[config.mk]
export PLATFORM = sky130hd
export DESIGN_NAME = dmem_arbiter
export DESIGN_NICKNAME = d
export VERILOG_FILES = /design/src/rtl/mem_pkg.sv /design/src/rtl/load_extract.sv /design/src/rtl/dmem_arbiter.sv
export SDC_FILE = /design/constraint.sdc
export NUM_CORES = 1
export LEC_CHECK = 0
export CAP_MARGIN = 40
export CORE_MARGIN = 10
export CORE_UTILIZATION = 43
export DETAILED_ROUTE_END_ITERATION = 16
export PLACE_DENSITY = 0.82
export SLEW_MARGIN = 10
export SYNTH_ARGS = -nofsm -noshare
export SYNTH_HDL_FRONTEND = slang
export SYNTH_SLANG_ARGS = --single-unit
[constraint.sdc]
create_clock -name clk -period 6.88 [get_ports clk]
set_input_delay 2.064 -clock clk [delete_from_list [all_inputs] [get_ports clk]]
set_output_delay 2.064 -clock clk [all_outputs]
set_load 0.05 [all_outputs]
[src/rtl/mem_pkg.sv]
// mem_pkg: shared types and helpers for the data-memory path.
//   size_t          access size encoding (11 is illegal and has no member)
//   state_t         dmem_arbiter transaction FSM states
//   lastByteOffset  distance from the first to the last byte of an access
package mem_pkg;

  typedef enum logic [1:0] {
    SZ_BYTE = 2'b00,
    SZ_HALF = 2'b01,
    SZ_WORD = 2'b10
  } size_t;

  typedef enum logic [1:0] {
    IDLE   = 2'd0,
    ACCESS = 2'd1,
    RESP   = 2'd2
  } state_t;

  // Returns bytes-1 for a legal size. The illegal size returns 0, which is
  // harmless because that size is rejected on its own.
  function automatic logic [1:0] lastByteOffset(input logic [1:0] size);
    case (size)
      SZ_BYTE: lastByteOffset = 2'd0;
      SZ_HALF: lastByteOffset = 2'd1;
      SZ_WORD: lastByteOffset = 2'd3;
      default: lastByteOffset = 2'd0;
    endcase
  endfunction

endpackage

[src/rtl/load_extract.sv]
// load_extract: picks the addressed byte or halfword out of a little-endian
// 32-bit RAM word and sign- or zero-extends it. Purely combinational. The CPU
// writeback stage uses the same block.
//   rd_i        word read from RAM (address aligned down to 4)
//   offset_i    byte address bits [1:0]
//   size_i      access size (size_t encoding)
//   unsigned_i  1 = zero-extend, 0 = sign-extend
//   result_o    extended 32-bit load value (0 for the illegal size)
module load_extract
  import mem_pkg::*;
(
  input  logic [31:0] rd_i,
  input  logic [1:0]  offset_i,
  input  logic [1:0]  size_i,
  input  logic        unsigned_i,
  output logic [31:0] result_o
);

  logic [7:0]  byteSel;
  logic [15:0] halfSel;

  always_comb begin
    case (offset_i)
      2'd0:    byteSel = rd_i[7:0];
      2'd1:    byteSel = rd_i[15:8];
      2'd2:    byteSel = rd_i[23:16];
      default: byteSel = rd_i[31:24];
    endcase
    // Half accesses are 2-aligned, so only offset bit 1 selects the lane.
    halfSel = offset_i[1] ? rd_i[31:16] : rd_i[15:0];
    case (size_i)
      SZ_BYTE: result_o = {{24{byteSel[7] & ~unsigned_i}}, byteSel};
      SZ_HALF: result_o = {{16{halfSel[15] & ~unsigned_i}}, halfSel};
      SZ_WORD: result_o = rd_i;
      default: result_o = '0;
    endcase
  end

endmodule

[src/rtl/dmem_arbiter.sv]
// dmem_arbiter: round-robin two-port controller for the byte-addressed data
// RAM. Each granted request is checked for alignment and range, driven to
// the RAM for one cycle, and answered with a one-cycle response pulse.
//   clk, rst          clock, asynchronous active-high reset
//   pN_req/we/size/unsigned/addr/wdata   request from port N (0 = CPU, 1 = aux)
//   pN_gnt            combinational grant
//   pN_rvalid/err/rdata  registered response, only for the owning port
//   ram_a/ram_wd/ram_sb/ram_sh/ram_sw    RAM address, write data, strobes
//   ram_rd            combinational RAM read of the aligned word
module dmem_arbiter
  import mem_pkg::*;
#(
  parameter int                        ADDRESS_LENGTH = 32,
  parameter logic [ADDRESS_LENGTH-1:0] ADDR_LO        = 32'h0001_0000,
  parameter logic [ADDRESS_LENGTH-1:0] ADDR_HI        = 32'h0001_FFFF
) (
  input  logic                      clk,
  input  logic                      rst,
  input  logic                      p0_req,
  input  logic                      p0_we,
  input  logic [1:0]                p0_size,
  input  logic                      p0_unsigned,
  input  logic [ADDRESS_LENGTH-1:0] p0_addr,
  input  logic [ADDRESS_LENGTH-1:0] p0_wdata,
  output logic                      p0_gnt,
  output logic                      p0_rvalid,
  output logic                      p0_err,
  output logic [ADDRESS_LENGTH-1:0] p0_rdata,
  input  logic                      p1_req,
  input  logic                      p1_we,
  input  logic [1:0]                p1_size,
  input  logic                      p1_unsigned,
  input  logic [ADDRESS_LENGTH-1:0] p1_addr,
  input  logic [ADDRESS_LENGTH-1:0] p1_wdata,
  output logic                      p1_gnt,
  output logic                      p1_rvalid,
  output logic                      p1_err,
  output logic [ADDRESS_LENGTH-1:0] p1_rdata,
  output logic [ADDRESS_LENGTH-1:0] ram_a,
  output logic [ADDRESS_LENGTH-1:0] ram_wd,
  output logic                      ram_sb,
  output logic                      ram_sh,
  output logic                      ram_sw,
  input  logic [ADDRESS_LENGTH-1:0] ram_rd
);

  state_t                    state_q;
  logic                      last_q;
  logic                      owner_q;
  logic                      reqWe_q;
  logic                      reqUns_q;
  logic                      reqErr_q;
  logic [1:0]                reqSize_q;
  logic [ADDRESS_LENGTH-1:0] ramA_q;
  logic [ADDRESS_LENGTH-1:0] ramWd_q;
  logic                      ramSb_q;
  logic                      ramSh_q;
  logic                      ramSw_q;
  logic                      p0Rvalid_q;
  logic                      p0Err_q;
  logic [ADDRESS_LENGTH-1:0] p0Rdata_q;
  logic                      p1Rvalid_q;
  logic                      p1Err_q;
  logic [ADDRESS_LENGTH-1:0] p1Rdata_q;

  logic                      canGrant;
  logic                      gnt0;
  logic                      gnt1;
  logic                      we_d;
  logic                      uns_d;
  logic                      err_d;
  logic                      misaligned_d;
  logic [1:0]                size_d;
  logic [ADDRESS_LENGTH-1:0] addr_d;
  logic [ADDRESS_LENGTH-1:0] wdata_d;
  logic [ADDRESS_LENGTH:0]   lastByte_d;
  logic [ADDRESS_LENGTH-1:0] loadResult;

  // Arbitration and request checking. last_q names the port served last, so
  // on a conflict the other port wins. The winner's fields are muxed here so
  // the error check sees exactly what gets latched. The last-byte sum carries
  // one extra bit so an address near the top of the space cannot wrap.
  always_comb begin
    canGrant     = (state_q == IDLE) || (state_q == RESP);
    gnt0         = canGrant && p0_req && (!p1_req || last_q);
    gnt1         = canGrant && p1_req && (!p0_req || !last_q);
    we_d         = gnt1 ? p1_we       : p0_we;
    uns_d        = gnt1 ? p1_unsigned : p0_unsigned;
    size_d       = gnt1 ? p1_size     : p0_size;
    addr_d       = gnt1 ? p1_addr     : p0_addr;
    wdata_d      = gnt1 ? p1_wdata    : p0_wdata;
    misaligned_d = ((size_d == SZ_HALF) && addr_d[0]) ||
                   ((size_d == SZ_WORD) && (addr_d[1:0] != 2'b00));
    lastByte_d   = {1'b0, addr_d} +
                   {{(ADDRESS_LENGTH - 1){1'b0}}, lastByteOffset(size_d)};
    err_d        = (size_d == 2'b11) || misaligned_d || (addr_d < ADDR_LO) ||
                   (lastByte_d > {1'b0, ADDR_HI});
  end

  // ram_a is only non-zero in ACCESS, so its low bits are the lane offset.
  load_extract u_load_extract (
    .rd_i       (ram_rd),
    .offset_i   (ramA_q[1:0]),
    .size_i     (reqSize_q),
    .unsigned_i (reqUns_q),
    .result_o   (loadResult)
  );

  // Transaction FSM. The RAM outputs are loaded on the granting edge so
  // they are valid for exactly the ACCESS cycle, and they default back to
  // zero on every other edge. The response registers are loaded on the
  // ACCESS edge and likewise default to zero. Async reset clears the strobes
  // at once, which aborts a store still in ACCESS.
  always_ff @(posedge clk or posedge rst) begin
    if (rst) begin
      state_q    <= IDLE;
      last_q     <= 1'b1;
      owner_q    <= 1'b0;
      reqWe_q    <= 1'b0;
      reqUns_q   <= 1'b0;
      reqErr_q   <= 1'b0;
      reqSize_q  <= 2'b00;
      ramA_q     <= '0;
      ramWd_q    <= '0;
      ramSb_q    <= 1'b0;
      ramSh_q    <= 1'b0;
      ramSw_q    <= 1'b0;
      p0Rvalid_q <= 1'b0;
      p0Err_q    <= 1'b0;
      p0Rdata_q  <= '0;
      p1Rvalid_q <= 1'b0;
      p1Err_q    <= 1'b0;
      p1Rdata_q  <= '0;
    end else begin
      ramA_q     <= '0;
      ramWd_q    <= '0;
      ramSb_q    <= 1'b0;
      ramSh_q    <= 1'b0;
      ramSw_q    <= 1'b0;
      p0Rvalid_q <= 1'b0;
      p0Err_q    <= 1'b0;
      p0Rdata_q  <= '0;
      p1Rvalid_q <= 1'b0;
      p1Err_q    <= 1'b0;
      p1Rdata_q  <= '0;
      case (state_q)
        IDLE, RESP: begin
          if (gnt0 || gnt1) begin
            state_q   <= ACCESS;
            last_q    <= gnt1;
            owner_q   <= gnt1;
            reqWe_q   <= we_d;
            reqUns_q  <= uns_d;
            reqErr_q  <= err_d;
            reqSize_q <= size_d;
            ramA_q    <= addr_d;
            if (we_d && !err_d) begin
              ramWd_q <= wdata_d;
              ramSb_q <= (size_d == SZ_BYTE);
              ramSh_q <= (size_d == SZ_HALF);
              ramSw_q <= (size_d == SZ_WORD);
            end
          end else begin
            state_q <= IDLE;
          end
        end
        ACCESS: begin
          state_q <= RESP;
          if (owner_q) begin
            p1Rvalid_q <= 1'b1;
            p1Err_q    <= reqErr_q;
            p1Rdata_q  <= (!reqWe_q && !reqErr_q) ? loadResult : '0;
          end else begin
            p0Rvalid_q <= 1'b1;
            p0Err_q    <= reqErr_q;
            p0Rdata_q  <= (!reqWe_q && !reqErr_q) ? loadResult : '0;
          end
        end
        default: state_q <= IDLE;
      endcase
    end
  end

  assign p0_gnt    = gnt0;
  assign p1_gnt    = gnt1;
  assign p0_rvalid = p0Rvalid_q;
  assign p0_err    = p0Err_q;
  assign p0_rdata  = p0Rdata_q;
  assign p1_rvalid = p1Rvalid_q;
  assign p1_err    = p1Err_q;
  assign p1_rdata  = p1Rdata_q;
  assign ram_a     = ramA_q;
  assign ram_wd    = ramWd_q;
  assign ram_sb    = ramSb_q;
  assign ram_sh    = ramSh_q;
  assign ram_sw    = ramSw_q;

endmodule

# Yosys cells after proc, flatten, opt, wreduce, memory -nomap -nowiden
# Cells that the tools add are included.
# word_totals
reg_bits	144
input_bits	172
output_inout_bits	137
elab_cells	100
# op_classes
add_sub_neg	1
n_lt_le_gt_ge	2
eq_ne	9
mux	38
bitwise	3
n_reduce_logical	29
# op_table
op	n
32-bit two-way mux	12
32-bit case mux with 3 select lines	1
32-bit by 2-bit adder with 33-bit output	1
33-bit by 17-bit greater-than comparator with 1-bit output, second input constant	1
32-bit by 17-bit less-than comparator with 1-bit output, second input constant	1
8-bit case mux with 3 select lines	1
1-bit two-way mux	20
16-bit two-way mux	1
2-bit equality test, second input constant	5
2-bit by 1-bit equality test with 1-bit output, second input constant	4
1-bit logical AND	8
2-bit zero test	4
1-bit logical OR	8
2-bit case mux with 2 select lines	2
1-bit zero test	6
1-bit AND	2
2-bit two-way mux	1
2-bit AND reduction	1
2-bit nonzero test	1
2-bit OR reduction	1
1-bit inverter	1

# Longest topological paths before layout
# depth
ltp_word	16
ltp_mapped	21
mapped_depth_nobuf	17

# Hierarchy
# Synthesis repeated with hierarchy kept, for this count alone.
# unflattened
cells_unflattened	717
area_unflattened_um2	7433.4
# by_module_without_submodules
module	n_inst	cells_each	area_each_um2	seq_area_each_um2
dmem_arbiter	1	623	6712.7	3604.7
load_extract	1	94	720.7	0.0

# Worst setup path after synthesis
# No wires, ideal clock.
# synth_path
kind	input-to-reg
start	input port p1_req
end	register ramWd_q[24] (netlist: ram_wd[24])
setup_time_ns	0.083
arrival_ns	6.471
t_required_ns	6.797
slack_ns	0.327
stages	21
path_buffers	4
cell_sequence	nor2b_2 -> buf_6 -> nand2_4 -> clkinv_2 -> clkbuf_1 -> clkbuf_1 -> mux2i_1 -> inv_1 -> ha_1 -> inv_1 -> ha_1 -> inv_1 -> fa_1 -> nor4b_1 -> a32oi_1 -> or4_1 -> or3_1 -> a22oi_2 -> nand4_4 -> buf_6 -> nor3_2
# synth_between
elab_chain_len	14
elab_cells_between_ends	29
classes_between	add/sub: 1; order compare: 2; eq/ne: 3; mux: 8; reduce/logical: 15
# synth_rtl
element	line_no	text
start: declaration	dmem_arbiter.sv:29	input logic p1_req,
1-bit logical AND (*) (2 in series)	dmem_arbiter.sv:86	gnt1 = canGrant && p1_req && (!p0_req || !last_q);
2-bit two-way mux (*)	dmem_arbiter.sv:89	size_d = gnt1 ? p1_size : p0_size;
named net size_d[1]	dmem_arbiter.sv:73	logic [1:0] size_d;
parallel branches: the longest is 5 deep, another holds 32-bit by 2-bit adder with 33-bit output	n/a	
1-bit logical OR (*)	dmem_arbiter.sv:96	err_d = (size_d == 2'b11) || misaligned_d || (addr_d < ADDR_LO) ||
1-bit zero test (*)	dmem_arbiter.sv:157	if (we_d && !err_d) begin
1-bit logical AND (*)	dmem_arbiter.sv:157	
32-bit two-way mux (*)	dmem_arbiter.sv:157	
32-bit two-way mux (*)	dmem_arbiter.sv:148	if (gnt0 || gnt1) begin
32-bit two-way mux (*)	dmem_arbiter.sv:146	case (state_q)
end signal: assignment	dmem_arbiter.sv:158	ramWd_q <= wdata_d;
end: declaration	dmem_arbiter.sv:55	logic [ADDRESS_LENGTH-1:0] ramWd_q;
# Mark *: on every way through the listed nets, which the timed path passes.
# A chain may end at the register's enable or synchronous reset.

# Worst setup path after layout
# layout_path
start	input port p1_req
end	register ramWd_q[16] (netlist: ram_wd[16])
# Same word-level chain as after synthesis.

==> run_results.csv <==
group,metric,value,unit
sta,period_share,92.9,%
clock_network,clk_pin_slew,0.07,ns
logic_synthesis,synth_top_area_share,50.8,%
sta,tightest_slew,0.895,ns
logic_synthesis,synth_edf_count,0,
logic_synthesis,synth.yosys.seq_area_share,51.2,%
layout,instances_no_fill,1229,
detailed_routing,drt_iter0_drc,469,
critical_path,path_class,"in2reg",
detailed_routing,vias,6926,
logic_synthesis,syn-cell-area,7050,sq um
power,power_frac_seq,37.5,%
logic_synthesis,synth_cell_type_count,63,
logic_synthesis,synthArstFlopShare,100,%
global_route,grt_max_degree,64,
detailed_routing,drc,0,
logic_synthesis,synth_nets,887,
placement,place_ws,0.0681,ns
placement,place_inst,1197,
logic_synthesis,synth_top_cell_by_area,"dfrtp_1",
layout,nets,1179,
sta,finalClockSkew,0.00761,ns
logic_synthesis,syn_inst,708,
detailed_routing,totalWireLength,26900,um
status,outcome,"complete, no violations",
clock_network,clk_latency,0.42,ns
layout,drive_gt1_share,8.19,%
clock_network,cts_hold_buf,0,
floorplan,die_y,148,um
clock_network,clock_path_buffers,2,
sta,finalHoldViolCount,0,
critical_path,crit_required,7.21,ns
detailed_routing,dr.pass1.iters,5,
clock_network,htreeDepth,4,
power,p_int,1650,uW
floorplan,io-pin-count,309,
critical_path,cp-end-kind,"flop",
global_route,grt_overflow_total,0,
logic_synthesis,synth-main-ff-cell,"dfrtp_1",
power,peakVddDrop,0.186,mV
placement,dpl-instance-area,10400,sq um
placement,finalWeightedCongestion,0.967,
global_route,grt_first_pass_wirelength,41400,um
clock_network,cts_setup_buffers,0,
detailed_routing,wl_per_cell,21.9,um
logic_synthesis,yosysWarnings,0,
critical_path,cp_max_fo,36,
global_route,grt_pass1_vias,7192,
power,leakagePower,0.00464,uW
sta,fin_crit,6.39,ns
logic_synthesis,synth_commonest_cells,"dfrtp_1, nand2_1, a21oi_1, mux2i_1, nor2_1",
floorplan,die_area,21900,sq um
floorplan,rows,46,
clock_network,cts_sinks,144,
detailed_routing,drtAntennaViolNets,0,
clock_network,cts_tree,"done",
power,swShare,32.2,%
sta,rsz0062_at_grt,"false",
clock_network,cts_buffers,17,
detailed_routing,routed_via_density,5.64,
logic_synthesis,ys_ff_latch,144,
hold_path,min_path_type,"reg2reg",
sta,final-setup-viol-count,0,
critical_path,startpoint_type,"input port",
floorplan,die_w,148,um
sta,timing.setup.tns,0,ns
floorplan,start_util,44.0,%
run,maxCapViolations,0,
layout,syn_to_final_growth,55.3,%
layout,diodes,0,
clock_network,cts-resized-gates,0,
global_route,track_usage,24.1,%
sta,finalWorstSetupSlack,0.485,ns
floorplan,coreArea,16000,sq um
logic_synthesis,synth_most_common_cell,"dfrtp_1",
power,comb_power_share,25.2,%
sta,slew_violations,0,
layout,fin_area,10900,sq um
power,p_switching,782,uW
logic_synthesis,synth.avg_cell_area,9.95,sq um
placement,dp_hpwl,20900,um
global_route,grt_antenna_before_repair,1,
sta,fmax,0.156,GHz
sta,slew_headroom,40.2,%
power,p_per_area,222,nW/um^2
logic_synthesis,synthTopCellsByArea,"dfrtp_1, mux2i_1, nand2_1, a21oi_1, nor2_1",
clock_network,cts_root_buf,"clkbuf_16",
critical_path,arrival,6.72,ns
placement,io_buffers,308,
power,clkPwrFrac,37.4,%
==> cell type report <==
cell class | count | area, sq um
clock inverter | 14 | 149
sequential | 144 | 3600
inverter | 17 | 70.1
clock buffer | 18 | 439
timing repair buffer | 322 | 3230
multi-input combinational | 498 | 3180
fill | 1214 | 5060
tap | 216 | 270
==> state kept, by name, summed over array words and instances, names as in the netlist <==
signal,count
reqWe_q,1
p0_rdata,32
p1_rvalid,1
p0_rvalid,1
last_q,1
p1_err,1
owner_q,1
p1_rdata,32
reqSize_q,2
ram_sw,1
ram_a,32
ram_sh,1
ram_wd,32
state_q,2
reqUns_q,1
reqErr_q,1
ram_sb,1
p0_err,1
==> critical path, cell delays in order <==
cell,delay [ns]
clkdlybuf4s50_1,0.51
nor2b_2,0.24
nand2_4,0.09
clkinv_2,0.06
mux2i_1,0.33
inv_1,0.12
ha_1,0.29
inv_1,0.05
ha_1,0.17
inv_1,0.06
fa_1,0.44
nor4b_1,0.35
a32oi_1,0.18
or4_1,0.52
or3_1,0.37
a22oi_2,0.20
nand4_4,0.10
buf_4,0.28
nor3_1,0.27
==> layout by cell type (no fill, tap or decap), types with 5 or more instances in the layout <==
cell type        count
nor3_2              12
mux2i_1             57
nor4_1              13
ha_1                 6
nand3_1             15
or4_1                5
inv_1               15
buf_4               12
a221oi_1            10
clkdlybuf4s50_1    307
nor2_1              57
dfrtp_1            143
nand2_1             95
clkbuf_16           17
o21ai_0             33
a211oi_1             5
a21oi_1             65
nor3_1              32
and3_1               5
mux4_2               7
nand4_1             11
==> path summary, 6_finish.rpt <==
| path | from | endpoint | slack [ns] | cells after the start |
|---|---|---|---|---|
| worst max-delay path | p1_req | ram_wd[16]$_DFF_PP0_ | 0.49 | 19 |
| worst min-delay path | state_q[1]$_DFF_PP0_ | state_q[1]$_DFF_PP0_ | 0.43 | 1 |
| worst max register to register | state_q[0]$_DFF_PP0_ | ram_wd[16]$_DFF_PP0_ | 2.23 | 18 |
| worst min register to register | state_q[1]$_DFF_PP0_ | state_q[1]$_DFF_PP0_ | 0.43 | 1 |
| max in group asynchronous | rst | last_q$_DFFE_PP1P_ | 3.62 | 4 |
| min in group asynchronous | rst | ram_wd[25]$_DFF_PP0_ | 2.03 | 2 |
==> routing by layer <==
metal  part of all wire, %  global-route usage (%)  up-vias  wire (um)
met1                    37                    27.7     3375       9980
met4                   1.7                    6.99        0        454
li1                      -                       -     3116          -
met2                    50                    40.9      401      13400
met3                    11                    9.00       34       2990
met5                     0                       0        -          0
==> power groups by stage <==
stage          logic, uW  clock network [uW]  registers [uW]
6_report             612                 907             909
5_1_grt              652                 960             913
2_1_floorplan        272                   0             995
3_3_place_gp         588                   0             923
3_5_place_dp         606                   0             924
4_1_cts              609                 921             909
==> through the flow <==
| stage | utilization (%) | hold WS (ns) | total power [uW] |
|---|---|---|---|
| after floorplan | - | 0.400 | 1270 |
| after global placement | 64.3 | 0.415 | 1510 |
| after detailed placement | 64.7 | 0.417 | 1530 |
| after CTS | 68.4 | 0.432 | 2440 |
| after global routing | 68.4 | 0.447 | 2530 |
| final | 68.4 | 0.432 | 2430 |
==> cells by family after synthesis <==
group | share of synthesized area, %
and+or+nand+nor | 19.7
AOI/OAI and AO/OA | 12.8
DFF | 51.2
buffers and inverters | 4.00
muxes | 10.5
adders and majority gates | 1.35
xor gates and xnor gates | 0.497
Power figures use the tool's default switching activity.
